==> src/rtl/frame_buf_rotator_if.sv <==
// Job bus between the frame buffer rotator, the frame writer / display
// reader and the SDRAM controller. master = rotator side, slave = environment.
interface frame_buf_rotator_if #(
   parameter int ADDR_W = 24
);
   logic              rd_kick;
   logic              wr_start;
   logic              mcb_rdy;
   logic              wr_done;
   logic              rd_done;
   logic              wr_load;
   logic              rd_load;
   logic [ADDR_W-1:0] wr_addr;
   logic [ADDR_W-1:0] rd_addr;
   logic [ADDR_W-1:0] wr_length;
   logic [ADDR_W-1:0] rd_length;
   logic              wr_busy;
   logic              rd_busy;
   logic [1:0]        wr_buf_idx;
   logic [1:0]        rd_buf_idx;
   logic [15:0]       frames_dropped;
   logic [15:0]       frames_repeated;
   logic              wr_overrun;
   logic              rd_overrun;

   modport master (
      input  rd_kick, wr_start, mcb_rdy, wr_done, rd_done,
      output wr_load, rd_load, wr_addr, rd_addr, wr_length, rd_length,
             wr_busy, rd_busy, wr_buf_idx, rd_buf_idx,
             frames_dropped, frames_repeated, wr_overrun, rd_overrun
   );

   modport slave (
      output rd_kick, wr_start, mcb_rdy, wr_done, rd_done,
      input  wr_load, rd_load, wr_addr, rd_addr, wr_length, rd_length,
             wr_busy, rd_busy, wr_buf_idx, rd_buf_idx,
             frames_dropped, frames_repeated, wr_overrun, rd_overrun
   );
endinterface

==> src/rtl/frame_buf_rotator.sv <==
// N-buffer (2..4) frame buffer rotation controller. Decoupled write and
// read channels each run IDLE->LOAD->RUN; buffer ownership is tracked as
// rd_idx (displayed, always reserved), ready_idx/ready_valid (newest
// complete frame) and wr_idx. Dropped and repeated frames are counted.
module frame_buf_rotator #(
   parameter int              NUM_BUFS    = 3,
   parameter int              ADDR_W      = 24,
   parameter longint unsigned BASE_ADDR   = 0,
   parameter longint unsigned BUF_STRIDE  = 1048576,
   parameter longint unsigned DATA_DEPTH  = 786432,
   parameter int              SYNC_STAGES = 2
) (
   input logic                 clk_sdram,
   input logic                 rst_n,
   frame_buf_rotator_if.master bus
);

   if (NUM_BUFS < 2 || NUM_BUFS > 4) begin : g_bad_num_bufs
      $error("frame_buf_rotator: NUM_BUFS must be 2..4");
   end
   if (BUF_STRIDE < DATA_DEPTH) begin : g_bad_stride
      $error("frame_buf_rotator: BUF_STRIDE must be >= DATA_DEPTH");
   end
   if (SYNC_STAGES < 2) begin : g_bad_sync
      $error("frame_buf_rotator: SYNC_STAGES must be >= 2");
   end

   typedef enum logic [1:0] {ST_IDLE, ST_LOAD, ST_RUN} ch_st_t;

   ch_st_t                 r_wr_st, w_wr_st_nxt;
   ch_st_t                 r_rd_st, w_rd_st_nxt;
   logic [SYNC_STAGES-1:0] r_kick_sync;
   logic                   r_kick_prev;
   logic [1:0]             r_wr_idx, r_rd_idx, r_rdy_idx;
   logic                   r_rdy_vld;
   logic [15:0]            r_drop, r_rep;
   logic                   r_wr_ovr, r_rd_ovr;

   logic       w_kick_rise;
   logic       w_wr_acc, w_rd_acc, w_wr_fin;
   logic       w_wr_rej, w_rd_rej;
   logic [1:0] w_wr_idx_nxt, w_rd_idx_nxt, w_rdy_idx_nxt;
   logic       w_rdy_vld_nxt;
   logic       w_drop_inc, w_rep_inc;
   logic       w_free_found;
   logic [1:0] w_free_idx;

   // Buffer base address, wrapped to the SDRAM address width.
   function automatic logic [ADDR_W-1:0] buf_addr(input logic [1:0] idx);
      logic [63:0] a;
      a = 64'(BASE_ADDR) + 64'(idx) * 64'(BUF_STRIDE);
      return a[ADDR_W-1:0];
   endfunction

   assign w_kick_rise = r_kick_sync[SYNC_STAGES-1] & ~r_kick_prev;
   assign w_wr_acc    = bus.wr_start  & (r_wr_st == ST_IDLE) & bus.mcb_rdy;
   assign w_rd_acc    = w_kick_rise   & (r_rd_st == ST_IDLE) & bus.mcb_rdy;
   assign w_wr_rej    = bus.wr_start  & ~w_wr_acc;
   assign w_rd_rej    = w_kick_rise   & ~w_rd_acc;
   assign w_wr_fin    = bus.wr_done   & (r_wr_st == ST_RUN);

   // rd_kick crosses from the display domain; only a rising edge of the
   // synchronised level is a request.
   always_ff @(posedge clk_sdram or negedge rst_n) begin
      if (!rst_n) begin
         r_kick_sync <= '0;
         r_kick_prev <= 1'b0;
      end else begin
         r_kick_sync <= {r_kick_sync[SYNC_STAGES-2:0], bus.rd_kick};
         r_kick_prev <= r_kick_sync[SYNC_STAGES-1];
      end
   end

   // Channel FSM next state: a done pulse only closes a job that is running.
   always_comb begin
      w_wr_st_nxt = r_wr_st;
      w_rd_st_nxt = r_rd_st;
      case (r_wr_st)
         ST_IDLE: if (w_wr_acc) w_wr_st_nxt = ST_LOAD;
         ST_LOAD: w_wr_st_nxt = ST_RUN;
         ST_RUN:  if (bus.wr_done) w_wr_st_nxt = ST_IDLE;
         default: w_wr_st_nxt = ST_IDLE;
      endcase
      case (r_rd_st)
         ST_IDLE: if (w_rd_acc) w_rd_st_nxt = ST_LOAD;
         ST_LOAD: w_rd_st_nxt = ST_RUN;
         ST_RUN:  if (bus.rd_done) w_rd_st_nxt = ST_IDLE;
         default: w_rd_st_nxt = ST_IDLE;
      endcase
   end

   // Channel FSM state registers.
   always_ff @(posedge clk_sdram or negedge rst_n) begin
      if (!rst_n) begin
         r_wr_st <= ST_IDLE;
         r_rd_st <= ST_IDLE;
      end else begin
         r_wr_st <= w_wr_st_nxt;
         r_rd_st <= w_rd_st_nxt;
      end
   end

   // Buffer bookkeeping in fixed order: write-done commit, then read
   // start, then write start, so a read grabs a frame finishing this cycle.
   always_comb begin
      w_wr_idx_nxt  = r_wr_idx;
      w_rd_idx_nxt  = r_rd_idx;
      w_rdy_idx_nxt = r_rdy_idx;
      w_rdy_vld_nxt = r_rdy_vld;
      w_drop_inc    = 1'b0;
      w_rep_inc     = 1'b0;
      w_free_found  = 1'b0;
      w_free_idx    = 2'd0;
      if (w_wr_fin) begin
         if (r_rdy_vld) w_drop_inc = 1'b1;
         w_rdy_idx_nxt = r_wr_idx;
         w_rdy_vld_nxt = 1'b1;
      end
      if (w_rd_acc) begin
         if (w_rdy_vld_nxt) begin
            w_rd_idx_nxt  = w_rdy_idx_nxt;
            w_rdy_vld_nxt = 1'b0;
         end else begin
            w_rep_inc = 1'b1;
         end
      end
      // Scan downwards so the lowest free index wins.
      for (int i = NUM_BUFS - 1; i >= 0; i--) begin
         if (2'(i) != w_rd_idx_nxt && !(w_rdy_vld_nxt && 2'(i) == w_rdy_idx_nxt)) begin
            w_free_found = 1'b1;
            w_free_idx   = 2'(i);
         end
      end
      if (w_wr_acc) begin
         if (w_free_found) begin
            w_wr_idx_nxt = w_free_idx;
         end else begin
            // Only reachable with two buffers: overwrite the unseen frame.
            w_wr_idx_nxt  = w_rdy_idx_nxt;
            w_rdy_vld_nxt = 1'b0;
            w_drop_inc    = 1'b1;
         end
      end
   end

   // Bookkeeping registers, saturating counters and sticky overrun flags.
   always_ff @(posedge clk_sdram or negedge rst_n) begin
      if (!rst_n) begin
         r_wr_idx  <= 2'd0;
         r_rd_idx  <= 2'(NUM_BUFS - 1);
         r_rdy_idx <= 2'd0;
         r_rdy_vld <= 1'b0;
         r_drop    <= 16'd0;
         r_rep     <= 16'd0;
         r_wr_ovr  <= 1'b0;
         r_rd_ovr  <= 1'b0;
      end else begin
         r_wr_idx  <= w_wr_idx_nxt;
         r_rd_idx  <= w_rd_idx_nxt;
         r_rdy_idx <= w_rdy_idx_nxt;
         r_rdy_vld <= w_rdy_vld_nxt;
         if (w_drop_inc && r_drop != 16'hFFFF) r_drop <= r_drop + 16'd1;
         if (w_rep_inc && r_rep != 16'hFFFF)   r_rep  <= r_rep + 16'd1;
         if (w_wr_rej) r_wr_ovr <= 1'b1;
         if (w_rd_rej) r_rd_ovr <= 1'b1;
      end
   end

   assign bus.wr_load         = (r_wr_st == ST_LOAD);
   assign bus.rd_load         = (r_rd_st == ST_LOAD);
   assign bus.wr_busy         = (r_wr_st != ST_IDLE);
   assign bus.rd_busy         = (r_rd_st != ST_IDLE);
   assign bus.wr_addr         = buf_addr(r_wr_idx);
   assign bus.rd_addr         = buf_addr(r_rd_idx);
   assign bus.wr_length       = ADDR_W'(DATA_DEPTH);
   assign bus.rd_length       = ADDR_W'(DATA_DEPTH);
   assign bus.wr_buf_idx      = r_wr_idx;
   assign bus.rd_buf_idx      = r_rd_idx;
   assign bus.frames_dropped  = r_drop;
   assign bus.frames_repeated = r_rep;
   assign bus.wr_overrun      = r_wr_ovr;
   assign bus.rd_overrun      = r_rd_ovr;

endmodule

==> src/flat_wrapper.sv <==
// flat-port wrapper written by rule: the top's interface ports become plain ports
module frame_buf_rotator_flat 
#(
   parameter int              NUM_BUFS    = 3,
   parameter int              ADDR_W      = 24,
   parameter longint unsigned BASE_ADDR   = 0,
   parameter longint unsigned BUF_STRIDE  = 1048576,
   parameter longint unsigned DATA_DEPTH  = 786432,
   parameter int              SYNC_STAGES = 2
)
  (clk_sdram, rst_n, bus_rd_kick, bus_wr_start, bus_mcb_rdy, bus_wr_done, bus_rd_done, bus_wr_load, bus_rd_load, bus_wr_addr, bus_rd_addr, bus_wr_length, bus_rd_length, bus_wr_busy, bus_rd_busy, bus_wr_buf_idx, bus_rd_buf_idx, bus_frames_dropped, bus_frames_repeated, bus_wr_overrun, bus_rd_overrun);
  frame_buf_rotator_if #(.ADDR_W(ADDR_W)) bus_i ();
  input logic clk_sdram;
  input logic rst_n;
  input wire logic [$bits(bus_i.rd_kick)-1:0] bus_rd_kick;
  input wire logic [$bits(bus_i.wr_start)-1:0] bus_wr_start;
  input wire logic [$bits(bus_i.mcb_rdy)-1:0] bus_mcb_rdy;
  input wire logic [$bits(bus_i.wr_done)-1:0] bus_wr_done;
  input wire logic [$bits(bus_i.rd_done)-1:0] bus_rd_done;
  output wire logic [$bits(bus_i.wr_load)-1:0] bus_wr_load;
  output wire logic [$bits(bus_i.rd_load)-1:0] bus_rd_load;
  output wire logic [$bits(bus_i.wr_addr)-1:0] bus_wr_addr;
  output wire logic [$bits(bus_i.rd_addr)-1:0] bus_rd_addr;
  output wire logic [$bits(bus_i.wr_length)-1:0] bus_wr_length;
  output wire logic [$bits(bus_i.rd_length)-1:0] bus_rd_length;
  output wire logic [$bits(bus_i.wr_busy)-1:0] bus_wr_busy;
  output wire logic [$bits(bus_i.rd_busy)-1:0] bus_rd_busy;
  output wire logic [$bits(bus_i.wr_buf_idx)-1:0] bus_wr_buf_idx;
  output wire logic [$bits(bus_i.rd_buf_idx)-1:0] bus_rd_buf_idx;
  output wire logic [$bits(bus_i.frames_dropped)-1:0] bus_frames_dropped;
  output wire logic [$bits(bus_i.frames_repeated)-1:0] bus_frames_repeated;
  output wire logic [$bits(bus_i.wr_overrun)-1:0] bus_wr_overrun;
  output wire logic [$bits(bus_i.rd_overrun)-1:0] bus_rd_overrun;
  assign bus_i.rd_kick = bus_rd_kick;
  assign bus_i.wr_start = bus_wr_start;
  assign bus_i.mcb_rdy = bus_mcb_rdy;
  assign bus_i.wr_done = bus_wr_done;
  assign bus_i.rd_done = bus_rd_done;
  assign bus_wr_load = bus_i.wr_load;
  assign bus_rd_load = bus_i.rd_load;
  assign bus_wr_addr = bus_i.wr_addr;
  assign bus_rd_addr = bus_i.rd_addr;
  assign bus_wr_length = bus_i.wr_length;
  assign bus_rd_length = bus_i.rd_length;
  assign bus_wr_busy = bus_i.wr_busy;
  assign bus_rd_busy = bus_i.rd_busy;
  assign bus_wr_buf_idx = bus_i.wr_buf_idx;
  assign bus_rd_buf_idx = bus_i.rd_buf_idx;
  assign bus_frames_dropped = bus_i.frames_dropped;
  assign bus_frames_repeated = bus_i.frames_repeated;
  assign bus_wr_overrun = bus_i.wr_overrun;
  assign bus_rd_overrun = bus_i.rd_overrun;
  frame_buf_rotator #(.NUM_BUFS(NUM_BUFS), .ADDR_W(ADDR_W), .BASE_ADDR(BASE_ADDR), .BUF_STRIDE(BUF_STRIDE), .DATA_DEPTH(DATA_DEPTH), .SYNC_STAGES(SYNC_STAGES)) u_core (.clk_sdram(clk_sdram), .rst_n(rst_n), .bus(bus_i));
endmodule
==> config.mk <==
export PLATFORM = sky130hd
export DESIGN_NAME = frame_buf_rotator_flat
export DESIGN_NICKNAME = d
export VERILOG_FILES = /design/src/rtl/frame_buf_rotator_if.sv /design/src/rtl/frame_buf_rotator.sv /design/src/flat_wrapper.sv
export SDC_FILE = /design/constraint.sdc
export NUM_CORES = 1
export LEC_CHECK = 0
export ABC_AREA = 1
export CORE_ASPECT_RATIO = 1.4
export CORE_MARGIN = 2
export CORE_UTILIZATION = 35
export DETAILED_ROUTE_END_ITERATION = 8
export HOLD_SLACK_MARGIN = 0.05
export PLACE_DENSITY_LB_ADDON = 0.3
export SYNTH_ARGS = -nofsm -noshare
export SYNTH_HDL_FRONTEND = slang
export SYNTH_SLANG_ARGS = --single-unit
==> constraint.sdc <==
create_clock -name clk_sdram -period 2.6 [get_ports clk_sdram]
set_input_delay 0.39 -clock clk_sdram [delete_from_list [all_inputs] [get_ports clk_sdram]]
set_output_delay 0.39 -clock clk_sdram [all_outputs]
set_load 0.005 [all_outputs]
==> reports/metrics.csv <==
metric;value;unit
initial DRC count;126;
Pwr Density;731;nW/µm²
GP Congestion;0.871;
met1 Usage GRT;15.3;%
CTS resizes;0;
Final min period;1.87;ns
grt ovf;0;
first-pass detailed-route iteration total;4;
crit-path max FO;16;
Hold Crit Class;input port to asynchronous set/reset pin;
ant diodes;0;
first-pass GRT wire length;10100;µm
filler instances;913;
Cell variety after synth;30;
Core ar.;8930;µm²
Top cell by count, worst path;nand3_2;
clk sink count;48;
status;finished, final reports clean;
critical path data arrival time;2.06;ns
unrepaired setup endpoints after global routing;false;
Worst Skew;0.00757;ns
final setup fails;0;
IO buf count;52;
post-synthesis register bit count;48;
DP HPWL;4840;µm
final worst path period share;72.0;%
Largest stage delay, worst path;0.44;ns
Slew @ Worst Pin;0.608;ns
grt met3 use;2.73;%
post-synth top area share;36.8;%
routed vias/inst;4.28;
CTS Buf Count;5;
Lkg Pwr;1.75;nW
Setup crit start kind;flop;
die footprint;9910;µm²
IO Pins;145;
Mapped Cells;399;
largest net degree at the start of global routing;28;
largest area contributor in the netlist;dfrtp_1;
crit-path cells;ha_1, nand3_2, nor2_4, nand2_2, nor2_2, nand3_2, nand2_4, inv_4, nand3_1, nand2_1;
CP max stage cell;dfrtp_1;
VDD IR max;0.000373;V
vias in the first global route;2195;
Ys Warns;0;
hold_ws;0.104;ns
Final Hold Fails;0;
Area Growth Syn to Fin;12.9;%
Slew Limit Headroom;59.5;%
DIE HEIGHT;117;µm
worst path required time;2.78;ns
fmax;534;MHz
Hold Buf Count CTS;0;
# Max-Cap Violations;0;
clock buffer depth;2;
num rows;41;
CTS root buf;clkbuf_16;
synthesized area per cell;8.00;µm²
non-filler instance count after layout;559;
Setup CP Type;flop to flop;
post-synthesis cell area;3190;µm²
initial antenna violation count;0;
DRT Wirelength;6200;µm
Post-CTS Repair Setup Buffers;0;
CTS H-Tree Depth;2;
ranking of synthesized cells by area;dfrtp_1, buf_4, nand2_1, xor2_1, inv_1;
# placed instances;551;
DRC viols;0;
fin. max-slew vios;0;
clock-pin slew on the worst setup and hold paths;0.07;ns
Seq/Total Area, Yosys;37.7;%
CTS tree;done;
busiest grt layer;met2;
Final nets;460;
Via Count;2391;
layout cell share with drive strength beyond 1;4.87;%
Critical Path Sink Type;flop;
routed len/inst;11.1;µm
Die Width;84.7;µm
setup_tns;0;ns
gr usage total;12.7;%
worst-skew pair later-pin latency;0.29;ns
starting density of the core;35.8;%
Antenna Nets Post-Route;0;
met2 usage;22.2;%
[cell type report]
| type | count | area (µm²) | share of cell area, % |
|---|---|---|---|
| clock buffer | 7 | 143 | 3.96 |
| clock inverter | 1 | 7.51 | 0.208 |
| inverter | 30 | 115 | 3.20 |
| multi-input combinational | 311 | 1460 | 40.6 |
| sequential | 48 | 1200 | 33.4 |
| tap | 107 | 134 | 3.72 |
| timing repair buffer | 55 | 538 | 14.9 |
[worst paths after layout]
| path | from | to | slack [ns] | depth (start not counted) |
|---|---|---|---|---|
| min in group clk_sdram | u_core.r_kick_sync[0] | u_core.r_kick_sync[1] | 0.35 | 0 |
| max | u_core.bus.frames_dropped[0] | u_core.bus.frames_dropped[2] | 0.73 | 10 |
| max reg2reg | u_core.bus.frames_dropped[0] | u_core.bus.frames_dropped[2] | 0.73 | 10 |
| min | rst_n | u_core.bus.frames_dropped[2] | 0.10 | 1 |
| max in group asynchronous | rst_n | u_core.bus.rd_buf_idx[1] | 1.80 | 2 |
| min reg2reg | u_core.r_kick_sync[0] | u_core.r_kick_sync[1] | 0.35 | 0 |
[worst max-delay path, delay by kind of cell, from the launching register on]
kind                     cells  cell delay (ns)
adder cells (fa/ha/maj)      1             0.24
flip-flops                   1             0.44
AND/OR/NAND/NOR              8             0.96
buffers and inverters        1             0.12
[cells by family after synthesis]
| logic type | share of synthesized area [%] |
|---|---|
| xor gates and xnor gates | 7.13 |
| other | 0.235 |
| DFF | 37.7 |
| buffers and inverters | 27.1 |
| and+or+nand+nor | 23.0 |
| adders and majority gates | 0.784 |
| AOI/OAI and AO/OA | 4.04 |
[registers in the layout (all words and copies together), names as in the netlist]
name / flops
u_core.r_kick_sync: 2
u_core.r_rdy_idx: 2
u_core.bus.wr_buf_idx: 2
u_core.r_rd_st: 2
u_core.r_kick_prev: 1
u_core.r_rdy_vld: 1
u_core.bus.frames_dropped: 16
u_core.bus.rd_overrun: 1
u_core.r_wr_st: 2
u_core.bus.rd_buf_idx: 2
u_core.bus.wr_overrun: 1
u_core.bus.frames_repeated: 16
[metrics by stage]
| step | worst slack [ns] | power [mW] | cell area [µm²] | util [%] |
|---|---|---|---|---|
| detailed placement | 0.567 | 1.99 | 3450 | 38.7 |
| finish | 0.728 | 2.63 | 3600 | 40.4 |
| global placement | 0.619 | 1.97 | 3450 | 38.7 |
| global route | 0.545 | 2.84 | 3600 | 40.4 |
| CTS | 0.717 | 2.66 | 3600 | 40.4 |
| floorplan | 0.940 | 1.64 | 3530 | - |
[where the power goes]
part	switching [mW]	leakage, nW	internal (mW)
logic	0.407	1.07	0.451
registers	0.197	0.615	0.918
clock network	0.277	0.0701	0.384
[synthesized netlist by cell type]
cell and number:
a21o_1 2, a21oi_1 1, a31oi_1 1, buf_2 2
buf_4 97, buf_6 1, conb_1 2, dfrtp_1 47
dfstp_2 1, ha_1 2, inv_1 29, inv_4 1
nand2_1 94, nand2_2 1, nand2_4 1, nand3_1 17
nand3_2 2, nand3b_1 1, nand4_1 11, nor2_1 28
nor2_2 2, nor2_4 1, nor3_1 11, o21a_1 1
o21ai_0 13, o21ai_1 1, o21ai_2 2, o21bai_1 1
xnor2_1 10, xor2_1 16
[cell usage in the layout, fill, tap and decap left out, types with 10 or more instances in the layout]
master,n
xnor2_1,10
dfrtp_1,47
xor2_1,16
nand2_1,94
nand4_1,11
o21ai_0,13
inv_1,29
nor2_1,28
clkdlybuf4s50_1,51
conb_1,92
nor3_1,11
nand3_1,17
[layer usage]
layer,routed length (µm),share of wire (%),vias to the layer above
met3,300,4.8,13
met2,3240,52,78
li1,-,-,1169
met1,2550,41,1131
met4,121,2.0,0
met5,0,0,-
Note: power is estimated with default switching activity, not from simulation.
